File: config.mk
export PLATFORM = sky130hd
export DESIGN_NAME = multicycle_sequencer
export DESIGN_NICKNAME = d
export VERILOG_FILES = /design/src/rtl/multicycle_sequencer.sv
export SDC_FILE = /design/constraint.sdc
export NUM_CORES = 1
export LEC_CHECK = 0
export ABC_AREA = 1
export BUFFER_PORTS_ARGS = -buffer_cell sky130_fd_sc_hd__clkbuf_2
export CORE_UTILIZATION = 36
export CTS_BUF_LIST = sky130_fd_sc_hd__clkbuf_8
export CTS_CLUSTER_SIZE = 40
export DETAILED_ROUTE_END_ITERATION = 12
export PLACE_DENSITY = 0.63
export SYNTH_ARGS = -nofsm -noshare
export SYNTH_HDL_FRONTEND = slang
export SYNTH_SLANG_ARGS = --single-unit
File: constraint.sdc
create_clock -name clk -period 1.8 [get_ports clk]
set_clock_uncertainty 0.15 [all_clocks]
set_input_delay 0.36 -clock clk [delete_from_list [all_inputs] [get_ports clk]]
set_output_delay 0.36 -clock clk [all_outputs]
set_load 0.02 [all_outputs]
File: src/rtl/multicycle_sequencer.sv
// Multicycle FETCH/DECODE/EXEC/MEM/WB control sequencer for an RV32I datapath.
// Drives every datapath enable, handles req/ready memory latency and traps on bad opcodes or timeouts.
module multicycle_sequencer #(
    parameter int MEM_TIMEOUT = 16,
    parameter int CNT_W       = 32
) (
    input  logic             clk,
    input  logic             reset,
    input  logic [31:0]      instr,
    input  logic             mem_ready,
    input  logic             branch_taken,
    output logic             mem_req,
    output logic             ir_we,
    output logic             pc_we,
    output logic             pc_src,
    output logic             rf_we,
    output logic             dm_we,
    output logic             sel_a,
    output logic             sel_b,
    output logic [1:0]       wb_sel,
    output logic [2:0]       alu_func3,
    output logic             alu_subsra,
    output logic             illegal,
    output logic             timeout,
    output logic [CNT_W-1:0] retired,
    output logic [2:0]       state
);

    localparam int WAIT_W = (MEM_TIMEOUT < 1) ? 1 : $clog2(MEM_TIMEOUT + 1);
    localparam logic [WAIT_W-1:0] WAIT_MAX = WAIT_W'(MEM_TIMEOUT);

    localparam logic [6:0] OP_R      = 7'b0110011;
    localparam logic [6:0] OP_I      = 7'b0010011;
    localparam logic [6:0] OP_LOAD   = 7'b0000011;
    localparam logic [6:0] OP_STORE  = 7'b0100011;
    localparam logic [6:0] OP_BRANCH = 7'b1100011;

    typedef enum logic [2:0] {
        S_FETCH  = 3'd0,
        S_DECODE = 3'd1,
        S_EXEC   = 3'd2,
        S_MEM    = 3'd3,
        S_WB     = 3'd4,
        S_TRAP   = 3'd5
    } state_t;

    typedef enum logic [2:0] {
        C_R      = 3'd0,
        C_I      = 3'd1,
        C_LOAD   = 3'd2,
        C_STORE  = 3'd3,
        C_BRANCH = 3'd4
    } op_class_t;

    state_t            r_state;
    op_class_t         r_class;
    logic [2:0]        r_funct3;
    logic              r_subsra;
    logic [WAIT_W-1:0] r_wait;
    logic              r_illegal;
    logic              r_timeout;
    logic [CNT_W-1:0]  r_retired;

    state_t            w_next;
    op_class_t         w_dec_class;
    logic              w_dec_valid;
    logic              w_wait_expired;
    logic              w_set_illegal;
    logic              w_set_timeout;
    logic              w_mem_req;
    logic              w_ir_we;
    logic              w_pc_we;
    logic              w_pc_src;
    logic              w_rf_we;
    logic              w_dm_we;
    logic              w_sel_a;
    logic              w_sel_b;
    logic [1:0]        w_wb_sel;
    logic              w_unused_instr;

    assign w_unused_instr = ^{instr[31], instr[29:15], instr[11:7]};

    // A zero limit disables the timeout; the counter then stays parked at 0.
    assign w_wait_expired = (MEM_TIMEOUT != 0) && (r_wait == WAIT_MAX) && !mem_ready;

    always_comb begin
        // NOTE: every combinational output gets a default first so no path can infer a latch.
        w_dec_valid = 1'b1;
        w_dec_class = C_R;
        case (instr[6:0])
            OP_R:      w_dec_class = C_R;
            OP_I:      w_dec_class = C_I;
            OP_LOAD:   w_dec_class = C_LOAD;
            OP_STORE:  w_dec_class = C_STORE;
            OP_BRANCH: w_dec_class = C_BRANCH;
            default:   w_dec_valid = 1'b0;
        endcase
    end

    always_comb begin
        w_next        = r_state;
        w_set_illegal = 1'b0;
        w_set_timeout = 1'b0;
        w_mem_req     = 1'b0;
        w_ir_we       = 1'b0;
        w_pc_we       = 1'b0;
        w_pc_src      = 1'b0;
        w_rf_we       = 1'b0;
        w_dm_we       = 1'b0;
        w_sel_a       = 1'b0;
        w_sel_b       = 1'b0;
        w_wb_sel      = 2'b00;
        case (r_state)
            S_FETCH: begin
                w_mem_req = 1'b1;
                if (mem_ready) begin
                    w_ir_we = 1'b1;
                    w_next  = S_DECODE;
                end else if (w_wait_expired) begin
                    w_set_timeout = 1'b1;
                    w_next        = S_TRAP;
                end
            end
            S_DECODE: begin
                if (w_dec_valid) begin
                    w_next = S_EXEC;
                end else begin
                    w_set_illegal = 1'b1;
                    w_next        = S_TRAP;
                end
            end
            S_EXEC: begin
                w_sel_a = (r_class != C_BRANCH);
                w_sel_b = (r_class != C_R);
                case (r_class)
                    C_BRANCH: begin
                        w_pc_we  = 1'b1;
                        w_pc_src = branch_taken;
                        w_next   = S_FETCH;
                    end
                    C_LOAD, C_STORE: w_next = S_MEM;
                    default:         w_next = S_WB;
                endcase
            end
            S_MEM: begin
                // Operands stay on rs1+imm so the address is stable for the whole access.
                w_sel_a   = 1'b1;
                w_sel_b   = 1'b1;
                w_mem_req = 1'b1;
                w_dm_we   = (r_class == C_STORE);
                if (mem_ready) begin
                    if (r_class == C_STORE) begin
                        w_pc_we = 1'b1;
                        w_next  = S_FETCH;
                    end else begin
                        w_next = S_WB;
                    end
                end else if (w_wait_expired) begin
                    w_set_timeout = 1'b1;
                    w_next        = S_TRAP;
                end
            end
            S_WB: begin
                w_sel_a  = 1'b1;
                w_sel_b  = (r_class != C_R);
                w_rf_we  = 1'b1;
                w_pc_we  = 1'b1;
                w_wb_sel = (r_class == C_LOAD) ? 2'b00 : 2'b01;
                w_next   = S_FETCH;
            end
            S_TRAP:  w_next = S_TRAP;
            default: w_next = S_FETCH;
        endcase
    end

    always_ff @(posedge clk or posedge reset) begin
        if (reset) begin
            r_state   <= S_FETCH;
            r_class   <= C_R;
            r_funct3  <= 3'd0;
            r_subsra  <= 1'b0;
            r_wait    <= '0;
            r_illegal <= 1'b0;
            r_timeout <= 1'b0;
            r_retired <= '0;
        end else begin
            // NOTE: sequential state uses non-blocking assignments so every register samples pre-edge values.
            r_state <= w_next;
            if (r_state == S_DECODE) begin
                r_class  <= w_dec_class;
                r_funct3 <= instr[14:12];
                r_subsra <= instr[30] && (instr[6:0] == OP_R);
            end
            if (w_next != r_state) begin
                r_wait <= '0;
            end else if ((r_state == S_FETCH || r_state == S_MEM) && !mem_ready
                         && (r_wait != WAIT_MAX)) begin
                r_wait <= r_wait + WAIT_W'(1);
            end
            if (w_set_illegal) r_illegal <= 1'b1;
            if (w_set_timeout) r_timeout <= 1'b1;
            if (w_pc_we)       r_retired <= r_retired + CNT_W'(1);
        end
    end

    // Reset forces FETCH, whose request must still be masked while reset is held.
    assign mem_req    = w_mem_req & ~reset;
    assign ir_we      = w_ir_we   & ~reset;
    assign pc_we      = w_pc_we   & ~reset;
    assign pc_src     = w_pc_src  & ~reset;
    assign rf_we      = w_rf_we   & ~reset;
    assign dm_we      = w_dm_we   & ~reset;
    assign sel_a      = w_sel_a   & ~reset;
    assign sel_b      = w_sel_b   & ~reset;
    assign wb_sel     = w_wb_sel  & {2{~reset}};
    assign alu_func3  = r_funct3;
    assign alu_subsra = r_subsra;
    assign illegal    = r_illegal;
    assign timeout    = r_timeout;
    assign retired    = r_retired;
    assign state      = r_state;

endmodule

# ---- Yosys cells after proc, flatten, opt, wreduce, memory -nomap -nowiden
# Index checks and enable logic that the tools add are counted.
dict set report word_totals {
  ff_bits 49
}
dict set report op_classes {
  n_mux 31
  reduce_logical 14
  n_eq_ne 17
  bitwise 10
  add_sub_neg 2
}
# cell n
set ops {}
lappend ops {{$add A32 B1 Y32 const B} 1}
lappend ops {{$mux W1} 18}
lappend ops {{$mux W3} 5}
lappend ops {{$pmux W3 S5} 1}
lappend ops {{$eq A7 B6 Y1 const B} 2}
lappend ops {{$eq A3 B2 Y1 const B} 4}
lappend ops {{$pmux W3 S4} 1}
lappend ops {{$mux W5} 2}
lappend ops {{$eq A3 B3 Y1 const B} 3}
lappend ops {{$and A1 B1 Y1} 8}
lappend ops {{$reduce_or A2 Y1} 4}
lappend ops {{$eq A7 B2 Y1 const B} 1}
lappend ops {{$eq A7 B5 Y1 const B} 1}
lappend ops {{$eq A7 B7 Y1 const B} 1}
lappend ops {{$pmux W3 S2} 1}
lappend ops {{$add A5 B1 Y5 const B} 1}
lappend ops {{$eq A5 B5 Y1 const B} 1}
lappend ops {{$ne A5 B5 Y1 const B} 1}
lappend ops {{$reduce_or A5 Y1} 1}
lappend ops {{$logic_and A1 B1 Y1} 4}
lappend ops {{$pmux W1 S2} 2}
lappend ops {{$eq A3 B1 Y1 const B} 1}
lappend ops {{$logic_not A3 Y1} 1}
lappend ops {{$ne A3 B3 Y1} 1}
lappend ops {{other kinds (8)} 8}

# ---- Longest topological paths before layout
# Gate-level depths: netlist of the first run.
dict set report logic_depth {
  ltp_word 7
  depth_mapped 12
}

# ---- Worst setup path before layout of the first run
# Ideal clock, no wire load.
dict set report synth_timing {
  kind {register to output}
  startpoint {reg r_state[0], in the netlist state[0]}
  endpoint {out pc_we}
  required_time_ns 1.290
  setup_slack_ns -0.318
  t_arrival_ns 1.608
  path_stages_with_launch 9
  n_path_buf 2
  cell_sequence {dfrtp_1 -> buf_4 -> nand2_1 -> nor2_2 -> nand3_1 -> nand2_1 -> nor2_2 -> buf_2 -> nor2_1}
}
dict set report synth_between {
  elab_chain_len 3
  elab_cells_between_ends 5
}
# element line
set synth_rtl {}
lappend synth_rtl {{start, declared} 55} ;# state_t r_state;
lappend synth_rtl {{start signal, assigned} 188} ;# r_state <= w_next;
lappend synth_rtl {{$eq A3 B3 Y1 / $eq A3 B2 Y1 (equally long branches)} 113} ;# case (r_state)
lappend synth_rtl {{$pmux W1 S3 (*)} 113}
lappend synth_rtl {{$and A1 B1 Y1 (*)} 209} ;# assign pc_we = w_pc_we & ~reset;
lappend synth_rtl {{end, declared} 14} ;# output logic pc_we,
# Every way passes the cells marked *; elsewhere a longest branch is shown, timed or not.

# ---- Worst setup path after layout of the first run
dict set report layout_timing {
  startpoint {reg r_state[0], in the netlist state[0]}
  endpoint {out sel_b}
}
dict set report layout_between {
  elab_chain_len 4
  elab_cells_between_ends 6
}
# element line
set layout_rtl {}
lappend layout_rtl {{$eq A3 B2 Y1 / $eq A3 B3 Y1 (equally long branches)} 113}
lappend layout_rtl {{$reduce_or A2 Y1 (no line)} -}
lappend layout_rtl {{$pmux W1 S2 (*)} 113}
lappend layout_rtl {{$and A1 B1 Y1 (*)} 214} ;# assign sel_b = w_sel_b & ~reset;
lappend layout_rtl {{end, declared} 19} ;# output logic sel_b,
# Marks and branches as above.

==> reports/results.ini, run 1 <==
[routing]
routedWlPerCell_um=13.5
wirelength_mm=8.34
avgViaCountPerCell=4.89
drtIter0Drc=116
drt_pass1_iterations=5
vias=3020
antenna_left=0
drc=0

[timing]
holdWs_ps=92.3
setup_viol=34
period_needed_ps=2160
hold_viol=0
fin_ws_ps=-362
setup_tns_ps=-5030
max_freq_mhz=463
period_share=1.20
rsz0062_at_grt=yes
drv_slew=0

[clock_network]
cts_sinks=49
cts_tree=done
clk_pin_slew_ps=100
clk_path_buf_depth=2
cts_buffers=5
clock_latency_ps=310
cts-root-buf=clkbuf_8
cts_max_level=2
postCtsHoldBufs=0

[final_layout]
drive_gt1_frac=0.423
nets=553
mostFrequentLayoutCells=nand2_1 (103), clkbuf_2 (55), buf_4 (45)
final_common_cell=nand2_1
diodes=0
fin_util=0.566
areaGrowthSynthToFinish_pct=49.9
stdcell_count=617

[setup_path]
cp_slowest_cell=dfrtp_2
critical_path_buf_inv_count=1
cp-start-kind=register
cpLargestDelayFamily=flip-flops
crit_chain=nor3_4 > nor3_2 > a311oi_2 > buf_4
end_kind=output port
cp_max_fo=7
worst-setup-path-type=reg2out
slowest_delay_ps=490
crit_arrival_ps=1650
worst-endpoint-required_ps=1290

[pwr]
power_density_nw_per_um2=1110
vdd_drop_max_mv=0.636
p_leak_nw=2.16
power_w=0.00491

[synth]
synth_top_family_by_area=simple AND/OR/NAND/NOR gates
synthAdderAreaFrac=0.0127
synthDistinctLibCells=31
yosys.area.top_type=dfrtp_1
synthMuxAreaShare=0
synthSimpleGateAreaFrac=0.362
synth_area_leaders=dfrtp_1 (42%), nand2_1 (15%), xor2_1 (6.2%)
synth-xor-area-share=0.100
yosys.area.top_type_share=0.416
synth_seq_area_share=0.416
synthCells=393
synth_seq_cells=49
syn_avg_cell_area_um2=7.50
synth_nets=432
yosysWarnings=0
synth-compound-area-share=0.0416
netlist_area_um2=2950

[global_route]
gr-total-overflow=0
grt_max_degree=24
first_global_vias=2833
grt_use_total=0.198
grt_pass1_wl_mm=13.4
antenna_found_initial=0

[job]
drv_cap=0

[floorplan]
die_area_um2=8560
core_um2=7810
die_x_um=92.5
rows=32
start_util=0.378
ios=87
die_h_um=92.5

[worst_hold_path]
hold_class=in2reg

[placement]
hpwlAfterDp_mm=5.93
place_inst=581
gp_congestion=0.896
portBuffers=64

[status]
violations=negative setup slack
status=finished with violations

-- layer usage --
metal	part of all wire	vias to the layer above	global-route usage
met4	0.016	0	0.0586
met5	0	-	0
li1	-	1498	-
met2	0.49	100	0.326
met1	0.45	1407	0.265
met3	0.048	15	0.0353
-- where the power goes --
group	switching (W)	total, W	internal [W]	leakage [nW]
clock	0.000390	0.000803	0.000412	0.0595
sequential	0.000192	0.00145	0.00126	0.615
combinational	0.00149	0.00265	0.00116	1.48
total	0.00208	0.00491	0.00283	2.16
-- cells in the mapped netlist --
| master | number |
|---|---|
| buf_2 | 3 |
| nand2_4 | 2 |
| xnor2_1 | 9 |
| clkbuf_1 | 1 |
| o21bai_1 | 1 |
| conb_1 | 1 |
| dfrtp_1 | 49 |
| o21ai_0 | 7 |
| o22ai_1 | 2 |
| nor2_1 | 45 |
| inv_1 | 36 |
| o32ai_1 | 1 |
| nor4_1 | 4 |
| a311oi_1 | 1 |
| nor3_2 | 4 |
| inv_2 | 5 |
| a31oi_1 | 2 |
| buf_4 | 3 |
| ha_1 | 3 |
| nand2_2 | 2 |
| nor3_1 | 14 |
| nor2_4 | 2 |
| xor2_1 | 21 |
| xnor2_2 | 2 |
| a21oi_1 | 6 |
| nor2_2 | 5 |
| nand4_1 | 5 |
| o21a_1 | 1 |
| nand3_2 | 3 |
| nand2_1 | 121 |
| nand3_1 | 32 |
-- sequential cells by signal, indices dropped and copies added (netlist names) --
| register | flops |
|---|---|
| state | 3 |
| r_wait | 5 |
| illegal | 1 |
| retired | 32 |
| alu_subsra | 1 |
| timeout | 1 |
| r_class | 3 |
| alu_func3 | 3 |
-- area by class of cell --
cell class	count	area, µm²
Fill cell	699	3390
Multi-Input combinational cell	296	1880
Timing Repair Buffer	121	895
Clock buffer	5	68.8
Inverter	41	170
Tap cell	102	128
Clock inverter	3	42.5
Sequential cell	49	1230
-- what timing repair did --
action	4_1_cts	5_1_grt
endpoints found under the setup margin	18	45
setup buffers	12	19
pin swaps	10	23
gates resized for setup	26	89
gates cloned	1	0
-- worst paths after layout --
check / startpoint / end / slack (ps) / depth (start not counted)
max: state[0]$_DFF_PP0_ / sel_b / -360 / 4
min: instr[12] / alu_func3[0]$_DFFE_PP0N_ / 90 / 3
max reg2reg: state[1]$_DFF_PP0_ / r_wait[4]$_DFFE_PP0P_ / -190 / 13
min reg2reg: illegal$_DFFE_PP0P_ / illegal$_DFFE_PP0P_ / 320 / 2
max in group asynchronous: reset / retired[18]$_DFFE_PP0P_ / 810 / 4
min in group asynchronous: reset / retired[5]$_DFFE_PP0P_ / 230 / 3
-- through the flow --
stage | instance area [µm²] | worst slack (ps)
2_1_floorplan | 3040 | -113
3_3_place_gp | 3680 | -34.8
3_5_place_dp | 3680 | -74.6
4_1_cts | 4030 | -348
5_1_grt | 4420 | -450
6_report | 4420 | -362
-- tightest hold or removal path: cells and delay by family --
kind	cells	cell delay (ps)
and+or+nand+nor	2	90
buffers and inverters	1	70
-- kinds of logic (layout without fill, tap and decap cells) --
| logic type | after synthesis | in the layout |
|---|---|---|
| AND/OR/NAND/NOR | 239 | 239 |
| flip-flops | 49 | 49 |
| buffers and inverters | 48 | 170 |
| XOR/XNOR | 32 | 32 |
| AO/OA/AOI/OAI | 21 | 21 |
| adder cells (fa/ha/maj) | 3 | 3 |
| other | 1 | 1 |
No activity file was read; power rests on OpenSTA's default activity.
==> run 2: changes to the inputs <==
CELL_PAD_IN_SITES_DETAIL_PLACEMENT = 1   (was not set)
CELL_PAD_IN_SITES_GLOBAL_PLACEMENT = 1   (was not set)
CORE_UTILIZATION = 34   (was 36)
PLACE_DENSITY = 0.8   (was 0.63)
TNS_END_PERCENT = 5   (was not set)
==> run 2 against run 1 <==
Net effect:
- the run still ends with negative setup slack left
- non-clock buffer count is 24 lower
- register-to-register slack better by 130 ps
- global-route usage increased by 2.5 points
- critical path type unchanged
==> reports/results.ini, run 2 (synthesis gave the netlist of run 1 again) <==
[routing]
drt_pass1_iterations=4
avgViaCountPerCell=5.08
drc=0
wirelength_mm=9.33
vias=3027
antenna_left=0
routedWlPerCell_um=15.6
drtIter0Drc=85

[clock_network]
cts-root-buf=clkbuf_8
clk_pin_slew_ps=100
cts_max_level=2
cts_buffers=5
clk_path_buf_depth=2
clock_latency_ps=320
cts_sinks=49
cts_tree=done
postCtsHoldBufs=0

[timing]
rsz0062_at_grt=yes
setup_viol=13
fin_ws_ps=-281
max_freq_mhz=481
hold_viol=0
drv_slew=0
period_share=1.16
period_needed_ps=2080

[status]
status=finished with violations
violations=negative setup slack

[floorplan]
ios=87
start_util=0.355
die_x_um=95.1
die_h_um=95.1
core_um2=8300
die_area_um2=9050
rows=33

[global_route]
grt_use_total=0.223
first_global_vias=3272
antenna_found_initial=0
grt_pass1_wl_mm=15.4
grt_max_degree=50
gr-total-overflow=0

[placement]
place_inst=588
hpwlAfterDp_mm=6.81
gp_congestion=0.870
portBuffers=64
post-place-ws_ps=-119

[final_layout]
nFillCells=1042
fin_util=0.476
mostFrequentLayoutCells=nand2_1 (118), clkbuf_2 (55), dfrtp_1 (44)
largest_register_ff_count=32
drive_gt1_frac=0.326
final_common_cell=nand2_1
stdcell_count=596
nets=529
areaGrowthSynthToFinish_pct=33.8
diodes=0

[setup_path]
r2r_cells=11
ff2ff_setup_slack_ps=-60
cp_slowest_cell=dfrtp_2
crit_arrival_ps=1570
cp-start-kind=register
r2r-start=state[2]$_DFF_PP0_
worst-endpoint-required_ps=1290
critical_path_buf_inv_count=1
worst-setup-path-type=reg2out
cpLargestDelayFamily=flip-flops
end_kind=output port
cp_max_fo=6
r2r-end=r_wait[2]$_DFFE_PP0P_
cp.depth=4
slowest_delay_ps=490
crit_chain=nor3_2 > nor3_1 > a311oi_2 > buf_4

[pwr]
power_density_nw_per_um2=1060
p_leak_nw=1.96
vdd_drop_max_mv=0.580
power_w=0.00419

[worst_hold_path]
whs_path_depth=3
hold_class=in2reg
hp-start=instr[12]
holdPathEnd=alu_func3[0]$_DFFE_PP0N_

[job]
drv_cap=0

## run 2: changes by cell type in the layout (fill, tap and decap cells not counted), sizes merged
| cell | previous run | this run |
|---|---|---|
| buf | 66 | 38 |
| clkbuf | 60 | 64 |
| clkinvlp | 1 | 2 |
| inv | 41 | 40 |
## run 2: worst max path at each step
stage | start | endpoint | slack (ps)
after floorplan | state[0]$_DFF_PP0_ | pc_we | -130
after global placement | r_wait[1]$_DFFE_PP0P_ | r_wait[3]$_DFFE_PP0P_ | 30
after detailed placement | r_wait[1]$_DFFE_PP0P_ | r_wait[3]$_DFFE_PP0P_ | -120
after CTS | state[0]$_DFF_PP0_ | sel_b | -300
after global routing | state[0]$_DFF_PP0_ | sel_a | -370
final | state[0]$_DFF_PP0_ | sel_b | -280
## run 2: repair_timing
item,4_1_cts,5_1_grt
gates resized for setup,25,23
setup endpoints to repair,22,28
setup buffers,0,0
pin swaps,2,0
## run 2: cell type report
cell class / count / area (µm²) / area share
multi-input combinational: 296 / 1670 / 0.424
sequential: 49 / 1230 / 0.312
timing repair buffer: 97 / 636 / 0.161
inverter: 41 / 160 / 0.0406
tap: 105 / 131 / 0.0333
clock buffer: 5 / 68.8 / 0.0174
clock inverter: 3 / 46.3 / 0.0117
## run 2: stage by stage
stage          hold slack [ps]  setup TNS (ps)  instance area [µm²]
2_1_floorplan              320            -536                 2980
3_3_place_gp               295               0                 3660
4_1_cts                   85.6           -2130                 3870
3_5_place_dp               305            -467                 3660
6_report                  95.1           -2140                 3950
5_1_grt                   87.0           -4270                 3950
## run 2: report_power, final
| group | switching, W | total (W) | internal, W |
|---|---|---|---|
| sequential | 0.000182 | 0.00144 | 0.00126 |
| clock | 0.000420 | 0.000837 | 0.000417 |
| combinational | 0.00121 | 0.00191 | 0.000703 |
## run 2: routing by layer
metal,vias up,track usage,routed length (µm)
met3,17,0.0327,371
met4,0,0.0846,180
met1,1492,0.269,4030
met2,76,0.397,4750
met5,-,0,0
li1,1442,-,-
## run 2: tightest hold or removal path: stages
cell	delay, ps
clkbuf_2	80
nand2_1	40
nand2_1	50
==> run 3: changes to the inputs <==
PLACE_DENSITY = 0.76   (was 0.8)
==> run 3 against run 2 <==
Net effect:
- the flow still finishes with violations (negative setup slack)
- sequential power about the same
- global-route usage down 1.2 points
- sequential cell count unchanged
- count of clock-buffer cells in the layout unchanged
- power down 6.9%
- worst setup slack worse by 3.8 ps
- critical endpoint unchanged
==> reports/results.ini, run 3 (synthesis gave the netlist of run 1 again) <==
[status]
status=finished with violations
violations=negative setup slack

[routing]
drt_pass1_iterations=4
drc=0
avgViaCountPerCell=4.90
routedWlPerCell_um=14.5
antenna_left=0
vias=2928
drtIter0Drc=43
wirelength_mm=8.65

[global_route]
gr-total-overflow=0
antenna_found_initial=0
first_global_vias=3137
grt_pass1_wl_mm=14.8
grt_use_total=0.211
grt_max_degree=50

[job]
drv_cap=0

[floorplan]
core_um2=8300
die_h_um=95.1
die_x_um=95.1
start_util=0.355
die_area_um2=9050
ios=87
rows=33

[final_layout]
areaGrowthSynthToFinish_pct=33.6
mostFrequentLayoutCells=nand2_1 (119), clkbuf_2 (55), dfrtp_1 (42)
diodes=0
final_common_cell=nand2_1
nets=531
drive_gt1_frac=0.339
largest_register_ff_count=32
nFillCells=1044
fin_util=0.475
multi_input_area_um2=1700
design_area_um2=3940
regArea_um2=1230

[pwr]
power_density_nw_per_um2=989
p_leak_nw=1.96
vdd_drop_max_mv=0.689

[worst_hold_path]
hold_class=in2reg

[clock_network]
clock_latency_ps=300
cts_sinks=49
clk_path_buf_depth=2
clk_pin_slew_ps=90
cts-root-buf=clkbuf_8
cts_max_level=2
cts_tree=done
cts_buffers=5

[timing]
period_needed_ps=2080
setup_viol=11
fin_ws_ps=-285
rsz0062_at_grt=yes
hold_viol=0
drv_slew=0
setup_tns_ps=-1780
period_share=1.16
max_freq_mhz=480
holdWs_ps=107

[setup_path]
cp-start-kind=register
end_kind=output port
worst-endpoint-required_ps=1290
crit_arrival_ps=1570
worst-setup-path-type=reg2out
cp_max_fo=6

[placement]
placed_area_um2=3670
hpwlAfterDp_mm=6.89
gp_congestion=0.867
portBuffers=64

[run 3: cell types whose count changed in the layout (fill, tap and decap cells not counted), moves of 2 or more]
cell	change
dfrtp_1	-2
dfrtp_2	+2
buf_6	-2
nor2_2	+3
nor2_1	-3
inv_1	+3
buf_4	+5
[run 3: final cells by class]
class,count,area share
Multi-Input combinational cell,296,0.431
Sequential cell,49,0.313
Timing Repair Buffer,99,0.161
Inverter,41,0.0406
Tap cell,105,0.0333
Clock buffer,5,0.0175
Clock inverter,3,0.00286
[run 3: path summary, 6_finish.rpt]
check	from	end	slack [ps]	cells after the start
setup / recovery	state[2]$_DFF_PP0_	sel_b	-280	5
hold / removal	instr[12]	alu_func3[0]$_DFFE_PP0N_	110	3
setup reg to reg	state[1]$_DFF_PP0_	r_wait[2]$_DFFE_PP0P_	-60	10
hold reg to reg	illegal$_DFFE_PP0P_	illegal$_DFFE_PP0P_	320	2
max in group asynchronous	reset	retired[2]$_DFFE_PP0P_	1040	4
min in group asynchronous	reset	retired[7]$_DFFE_PP0P_	230	4
[run 3: through the flow]
| step | worst slack [ps] | std cells | power (W) |
|---|---|---|---|
| global placement | -12.6 | 589 | 0.00309 |
| global route | -368 | 598 | 0.00417 |
| floorplan | -126 | 393 | 0.00247 |
| detailed placement | -69.6 | 589 | 0.00315 |
| CTS | -303 | 598 | 0.00391 |
| finish | -285 | 598 | 0.00390 |
[run 3: repair_timing]
| item | in CTS | in global routing |
|---|---|---|
| pin swaps | 0 | 2 |
| setup buffers | 1 | 0 |
| hold buffers | 0 | 0 |
| resized for setup | 23 | 31 |
| setup endpoints to repair | 19 | 30 |
[run 3: critical path, cell delays in order (launching register included)]
cell and delay (ps):
dfrtp_2 470, inv_4 80, nor3_4 190, nor3_1 90, a311oi_2 240, buf_4 200
[run 3: power by group]
group / internal, W / switching (W)
logic: 0.000667 / 0.00117
clock network: 0.000260 / 0.000369
registers: 0.00126 / 0.000175
total: 0.00218 / 0.00171
[run 3: per-layer routing]
metal	GRT usage	part of all wire
met2	0.373	0.51
met5	0	0
met4	0.0619	0.020
met1	0.258	0.43
met3	0.0383	0.037
